==> config.mk <==
export PLATFORM = sky130hd
export DESIGN_NAME = io_periph_bus
export DESIGN_NICKNAME = d
export VERILOG_FILES = /design/src/rtl/io_periph_bus.sv
export SDC_FILE = /design/constraint.sdc
export NUM_CORES = 1
export LEC_CHECK = 0
export ABC_AREA = 1
export CORE_ASPECT_RATIO = 1.5
export CORE_MARGIN = 3
export CORE_UTILIZATION = 55
export DETAILED_ROUTE_END_ITERATION = 16
export HOLD_SLACK_MARGIN = 0.12
export PLACE_DENSITY = 0.82
export SLEW_MARGIN = 20
export SYNTH_ARGS = -nofsm -noshare
export SYNTH_HDL_FRONTEND = slang
export SYNTH_SLANG_ARGS = --single-unit
==> constraint.sdc <==
create_clock -name clk -period 5.2 [get_ports clk]
set_input_delay 1.04 -clock clk [delete_from_list [all_inputs] [get_ports clk]]
set_output_delay 1.04 -clock clk [all_outputs]
set_load 0.01 [all_outputs]
==> src/rtl/io_periph_bus.sv <==
// Memory-mapped IO peripheral: LED register, debounced switch capture with a
// valid flag, and an 8-digit 7-segment display with a ready/acknowledge handshake.

module io_periph_debounce #(
   parameter int unsigned DEB_CYCLES = 1_000_000
) (
   input  logic clk,
   input  logic rstn,
   input  logic btn_raw,
   output logic pulse
);
   localparam int unsigned CW = (DEB_CYCLES > 1) ? $clog2(DEB_CYCLES) : 1;
   localparam logic [CW-1:0] CNT_LAST = CW'(DEB_CYCLES - 1);

   typedef enum logic [1:0] {IDLE, WAIT_HI, HELD, WAIT_LO} state_e;

   state_e          state_q, state_d;
   logic [CW-1:0]   cnt_q, cnt_d;
   logic            sync1_q, sync2_q;
   logic            armed_q, armed_d;

   // Synchronisers reset to "pressed" so a button held through reset must be
   // seen released (arming) before a new press is accepted.
   always_ff @(posedge clk or negedge rstn) begin
      if (!rstn) begin
         state_q <= IDLE;
         cnt_q   <= '0;
         sync1_q <= 1'b1;
         sync2_q <= 1'b1;
         armed_q <= 1'b0;
      end else begin
         state_q <= state_d;
         cnt_q   <= cnt_d;
         sync1_q <= btn_raw;
         sync2_q <= sync1_q;
         armed_q <= armed_d;
      end
   end

   always_comb begin
      state_d = state_q;
      cnt_d   = cnt_q;
      armed_d = armed_q;
      pulse   = 1'b0;
      case (state_q)
         IDLE: begin
            if (!sync2_q) begin
               armed_d = 1'b1;
            end else if (armed_q) begin
               state_d = WAIT_HI;
               cnt_d   = '0;
            end
         end
         WAIT_HI: begin
            if (!sync2_q) begin
               state_d = IDLE;
               cnt_d   = '0;
            end else if (cnt_q == CNT_LAST) begin
               state_d = HELD;
               cnt_d   = '0;
               pulse   = 1'b1;
            end else begin
               cnt_d = cnt_q + 1'b1;
            end
         end
         HELD: begin
            if (!sync2_q) begin
               state_d = WAIT_LO;
               cnt_d   = '0;
            end
         end
         WAIT_LO: begin
            if (sync2_q) begin
               state_d = HELD;
               cnt_d   = '0;
            end else if (cnt_q == CNT_LAST) begin
               state_d = IDLE;
               cnt_d   = '0;
            end else begin
               cnt_d = cnt_q + 1'b1;
            end
         end
         default: begin
            state_d = IDLE;
            cnt_d   = '0;
         end
      endcase
   end
endmodule

module io_periph_bus #(
   parameter int unsigned DEB_CYCLES = 1_000_000,
   parameter int unsigned SCAN_DIV   = 100_000
) (
   input  logic        clk,
   input  logic        rstn,
   input  logic [7:0]  io_addr,
   input  logic [31:0] io_dout,
   input  logic        io_we,
   input  logic        io_rd,
   output logic [31:0] io_din,
   input  logic [15:0] sw,
   input  logic        btn_in,
   input  logic        btn_ack,
   output logic [15:0] led,
   output logic [7:0]  an,
   output logic [6:0]  seg
);
   localparam logic [7:0] A_LED     = 8'h00;
   localparam logic [7:0] A_IN_VLD  = 8'h04;
   localparam logic [7:0] A_IN_DATA = 8'h08;
   localparam logic [7:0] A_OUT_RDY = 8'h0C;
   localparam logic [7:0] A_OUT     = 8'h10;

   localparam int unsigned SW_ = (SCAN_DIV > 1) ? $clog2(SCAN_DIV) : 1;
   localparam logic [SW_-1:0] SCAN_LAST = SW_'(SCAN_DIV - 1);

   logic [15:0]    led_q, led_d;
   logic [15:0]    in_data_q, in_data_d;
   logic           in_vld_q, in_vld_d;
   logic [31:0]    out_data_q, out_data_d;
   logic           out_rdy_q, out_rdy_d;
   logic [SW_-1:0] scan_cnt_q, scan_cnt_d;
   logic [2:0]     digit_q, digit_d;
   logic           in_pulse, ack_pulse;
   logic [3:0]     nib;
   logic [6:0]     glyph;

   io_periph_debounce #(.DEB_CYCLES(DEB_CYCLES)) u_deb_in (
      .clk     (clk),
      .rstn    (rstn),
      .btn_raw (btn_in),
      .pulse   (in_pulse)
   );

   io_periph_debounce #(.DEB_CYCLES(DEB_CYCLES)) u_deb_ack (
      .clk     (clk),
      .rstn    (rstn),
      .btn_raw (btn_ack),
      .pulse   (ack_pulse)
   );

   always_ff @(posedge clk or negedge rstn) begin
      if (!rstn) begin
         led_q      <= '0;
         in_data_q  <= '0;
         in_vld_q   <= 1'b0;
         out_data_q <= '0;
         out_rdy_q  <= 1'b1;
         scan_cnt_q <= '0;
         digit_q    <= '0;
      end else begin
         led_q      <= led_d;
         in_data_q  <= in_data_d;
         in_vld_q   <= in_vld_d;
         out_data_q <= out_data_d;
         out_rdy_q  <= out_rdy_d;
         scan_cnt_q <= scan_cnt_d;
         digit_q    <= digit_d;
      end
   end

   always_comb begin
      led_d      = led_q;
      in_data_d  = in_data_q;
      in_vld_d   = in_vld_q;
      out_data_d = out_data_q;
      out_rdy_d  = out_rdy_q;
      scan_cnt_d = scan_cnt_q;
      digit_d    = digit_q;

      if (io_we && io_addr == A_LED) led_d = io_dout[15:0];

      // Capture beats a same-cycle clear only when the flag was empty.
      if (in_pulse && !in_vld_q) begin
         in_data_d = sw;
         in_vld_d  = 1'b1;
      end else if (io_rd && io_addr == A_IN_DATA) begin
         in_vld_d = 1'b0;
      end

      if (io_we && io_addr == A_OUT) begin
         out_data_d = io_dout;
         out_rdy_d  = 1'b0;
      end else if (ack_pulse) begin
         out_rdy_d = 1'b1;
      end

      if (scan_cnt_q == SCAN_LAST) begin
         scan_cnt_d = '0;
         digit_d    = digit_q + 3'd1;
      end else begin
         scan_cnt_d = scan_cnt_q + 1'b1;
      end
   end

   always_comb begin
      io_din = '0;
      case (io_addr)
         A_IN_VLD:  io_din = {31'b0, in_vld_q};
         A_IN_DATA: io_din = {16'b0, in_data_q};
         A_OUT_RDY: io_din = {31'b0, out_rdy_q};
         default:   io_din = '0;
      endcase
   end

   always_comb begin
      nib = out_data_q[{digit_q, 2'b00} +: 4];
      case (nib)
         4'h0: glyph = 7'h3F;
         4'h1: glyph = 7'h06;
         4'h2: glyph = 7'h5B;
         4'h3: glyph = 7'h4F;
         4'h4: glyph = 7'h66;
         4'h5: glyph = 7'h6D;
         4'h6: glyph = 7'h7D;
         4'h7: glyph = 7'h07;
         4'h8: glyph = 7'h7F;
         4'h9: glyph = 7'h6F;
         4'hA: glyph = 7'h77;
         4'hB: glyph = 7'h7C;
         4'hC: glyph = 7'h39;
         4'hD: glyph = 7'h5E;
         4'hE: glyph = 7'h79;
         default: glyph = 7'h71;
      endcase
      // Display is blanked combinationally while reset is asserted.
      an  = rstn ? ~(8'b0000_0001 << digit_q) : 8'hFF;
      seg = rstn ? ~glyph : 7'h7F;
   end

   assign led = led_q;
endmodule

==> summary.txt <==
Placement
  • Port-buffer cells: 108
  • Hpwl dp: 13.9 mm
  • Post-placement cell area: 8770 um2
  • Final GP Congestion: 0.914
  • Total placed cells including tap cells: 1293

Final layout
  • Fraction of final layout cells sized beyond drive strength 1: 5.67%
  • Most common library cell in the layout ignoring fill and taps: sky130_fd_sc_hd__nand2_1
  • Finished Layout Cells: 1326
  • Most used cells in the layout excluding fill and tap cells: sky130_fd_sc_hd__nand2_1, sky130_fd_sc_hd__inv_1, sky130_fd_sc_hd__dfrtp_1
  • Area growth from synthesis to final layout: 22.0%
  • Count of nets after finishing: 1227
  • Post-route core utilization: 68.9%
  • Final instance area: 9330 um2
  • Number of fill cells: 1170

Clock network
  • Buffers from clock root to sink, at most: 2
  • TritonCTS clock tree: yes
  • Post-CTS Setup Repair Bufs: 0
  • Clock tree sinks: 136
  • Number of buffers added by the clock tree synthesis step: 17
  • Clock root buffer: sky130_fd_sc_hd__clkbuf_16
  • H-tree depth reported by CTS: 4
  • Hold-fix buffer count after cts: 0
  • Clk Latency, worst-skew pair: 420 ps
  • Number of cells upsized or downsized after cts: 0
  • Clock transition at the register clock pins on the worst setup and hold paths after CTS: 60 ps

Synth
  • Yosys warning count: 0
  • Share of the yosys chip area belonging to registers: 44.6%
  • Synthesized area: 7650 um2
  • EDFF count, synth: 0
  • Async S/R FF share, synth: 100%
  • Average size of a mapped cell: 7.33 um2
  • Seq cells post-synth: 136
  • Number of instances in the synthesized netlist: 1043
  • Commonest register cell after synthesis: sky130_fd_sc_hd__dfrtp_1
  • Synth cell types: 41

Routing
  • Vias: 6870
  • Post-route DRC violation count: 0
  • Per-cell routed wire length: 14.2 um
  • Number of antenna-violating nets in the routed design: 0
  • Count of routing violations after the opening detailed-route iteration: 359
  • Vias per cell: 5.18
  • Final wirelength: 18.8 mm
  • Total iterations of the first detailed-routing run: 5

Global routing
  • Global routing usage summed across all routing layers: 25.9%
  • Global-route met2 utilization: 45.7%
  • Global-route wire length before repair: 31.1 mm
  • Antenna violations before repair: 2
  • Met3 Use GR: 5.93%
  • Number of global-route vias before repair: 6518
  • GRT Residual Overflow: 0
  • Met1 demand-to-capacity share in global routing: 29.9%
  • Pin count of the biggest net entering global routing: 84
  • Grt peak-use layer: met2

STA
  • Slew Limit Headroom: 36.6%
  • Final period util: 80.8%
  • Unrepaired setup endpoints after global routing: false
  • Final Setup Violations: 0
  • Final setup skew: 7.09 ps
  • Final Max Tran Viols: 0
  • Count of endpoints failing hold in the final timing report: 0
  • Tmin final: 4200 ps
  • Accumulated negative setup slack: 0 ps
  • Achievable frequency: 238 MHz
  • Worst-Margin Slew: 948 ps

Floorplanning
  • Count of standard-cell rows: 52
  • Starting density of the core: 56.5%
  • Width of the die: 102 um
  • Die Y-Extent: 150 um
  • Core box area: 13500 um2
  • Number of top-level pins: 125
  • Die outline area: 15400 um2

Power
  • Power per cell area: 284 nW/um2
  • PnR Total Power: 2650 uW
  • Leak pwr: 0.00466 uW
  • IR drop worst, VDD: 0.000240 V

Critical path
  • Arrival time of data at the critical path endpoint: 3160 ps
  • Crit Reg-Reg Startpoint: u_deb_ack.sync2_q
  • Setup slack on the worst flop-to-flop path: 2940 ps
  • Worst Path Class, Setup: in -> out
  • Slowest cell on crit path: sky130_fd_sc_hd__clkdlybuf4s50_1
  • Capture point of the worst path: io_din[14]
  • Worst path max stage delay: 570 ps
  • Critical path cell sequence: clkdlybuf4s50_1 > or2_1 > nor3_1 > nand2_1 > nor2_1 > clkdlybuf4s50_1
  • CP Launch Point: io_addr[1]
  • Depth of the worst register-to-register path: 8
  • CP Buf/Inv Count: 2
  • Startpoint type of the worst setup path: primary input
  • Largest delay contributor family on the critical path: simple AND/OR/NAND/NOR gates
  • Most used cell along the critical path: sky130_fd_sc_hd__clkdlybuf4s50_1
  • Critical path peak fanout: 15
  • Total stage count of the critical path: 6
  • FF-to-FF End: u_deb_ack.cnt_q[9]
  • Worst Path Required: 4160 ps
  • Crit end category: output pin

Min path
  • Tightest Hold Check Type: reg -> reg

Flow run
  • # Max-Cap Violations: 0

Status
  • Status: complete, no violations
stage by stage:
step,hold WS [ps],worst slack (ps)
floorplan,345,2130
global placement,346,1120
detailed placement,349,996
CTS,358,987
global route,364,845
finish,357,1000
worst min-delay path by stage:
stage,endpoint,from,cells after the start,slack [ps]
2_1_floorplan,u_deb_ack.sync2_q,u_deb_ack.sync1_q,0,350
3_3_place_gp,u_deb_in.sync2_q,u_deb_in.sync1_q,0,350
3_5_place_dp,u_deb_in.sync2_q,u_deb_in.sync1_q,0,350
4_1_cts,u_deb_in.sync2_q,u_deb_in.sync1_q,0,360
5_1_grt,u_deb_in.sync2_q,u_deb_in.sync1_q,0,360
6_report,u_deb_in.sync2_q,u_deb_in.sync1_q,0,360
kinds of logic (layout without fill, tap and decap cells):
| family | count (synthesis) | count (layout) | share of synthesized area (%) |
|---|---|---|---|
| AOI/OAI and AO/OA | 77 | 77 | 5.33 |
| xor gates and xnor gates | 19 | 19 | 2.18 |
| adders and majority gates | 15 | 15 | 2.45 |
| buffers and inverters | 189 | 294 | 10.6 |
| DFF | 136 | 136 | 44.6 |
| other | 1 | 17 | 0.0490 |
| and+or+nand+nor | 606 | 606 | 34.8 |
power breakdown:
group | total [uW] | internal, uW | switching, uW
Sequential | 1150 | 1110 | 43.8
Clock | 1130 | 659 | 472
Combinational | 363 | 127 | 236
sequential cells by signal, summed over array words and instances, names as in the netlist, named ones only:
name and count:
u_deb_ack.armed_q 1, u_deb_ack.sync2_q 1, digit_q 3, u_deb_ack.cnt_q 20, scan_cnt_q 17, u_deb_in.cnt_q 20
u_deb_ack.sync1_q 1, u_deb_in.armed_q 1, out_data_q 32, u_deb_in.sync1_q 1, out_rdy_q 1, in_vld_q 1
u_deb_ack.state_q 1, led 16, u_deb_in.state_q 1, in_data_q 16, u_deb_in.sync2_q 1
cell type report:
cell class	instances	area (um2)	area share, %
antenna	1	2.50	0.0268
clock buffer	18	429	4.60
clock inverter	14	125	1.34
inverter	151	568	6.09
multi-input combinational	733	3480	37.3
sequential	136	3410	36.6
tap	162	203	2.17
timing repair buffer	111	1110	11.9
cell usage after synthesis (4+ instances only):
cell | number | area [um2]
sky130_fd_sc_hd__nand2_1 | 311 | 1170
sky130_fd_sc_hd__inv_1 | 144 | 541
sky130_fd_sc_hd__dfrtp_1 | 131 | 3280
sky130_fd_sc_hd__nand3_1 | 116 | 581
sky130_fd_sc_hd__nor2_1 | 104 | 390
sky130_fd_sc_hd__o21ai_0 | 56 | 280
sky130_fd_sc_hd__nand4_1 | 32 | 200
sky130_fd_sc_hd__buf_4 | 20 | 150
sky130_fd_sc_hd__xor2_1 | 17 | 149
sky130_fd_sc_hd__nor3_1 | 16 | 80.1
sky130_fd_sc_hd__ha_1 | 15 | 188
sky130_fd_sc_hd__a21oi_1 | 9 | 45.0
sky130_fd_sc_hd__buf_2 | 9 | 45.0
sky130_fd_sc_hd__clkbuf_1 | 7 | 26.3
sky130_fd_sc_hd__nor2_2 | 6 | 37.5
sky130_fd_sc_hd__dfstp_2 | 5 | 131
sky130_fd_sc_hd__nand2_2 | 5 | 31.3
sky130_fd_sc_hd__o211ai_1 | 4 | 30.0
worst register-to-register path: cells and delay by family, from the launching register on:
family / cells / cell delay, ps
flip-flops: 1 / 590
buffers and inverters: 2 / 630
AND/OR/NAND/NOR: 6 / 970
routing by layer:
layer / up-vias / share of wire, %
li1: 3477 / -
met1: 3173 / 39
met2: 175 / 53
met3: 43 / 4.3
met4: 2 / 3.1
met5: - / 0.090
No activity file was read; power rests on OpenSTA's default activity.
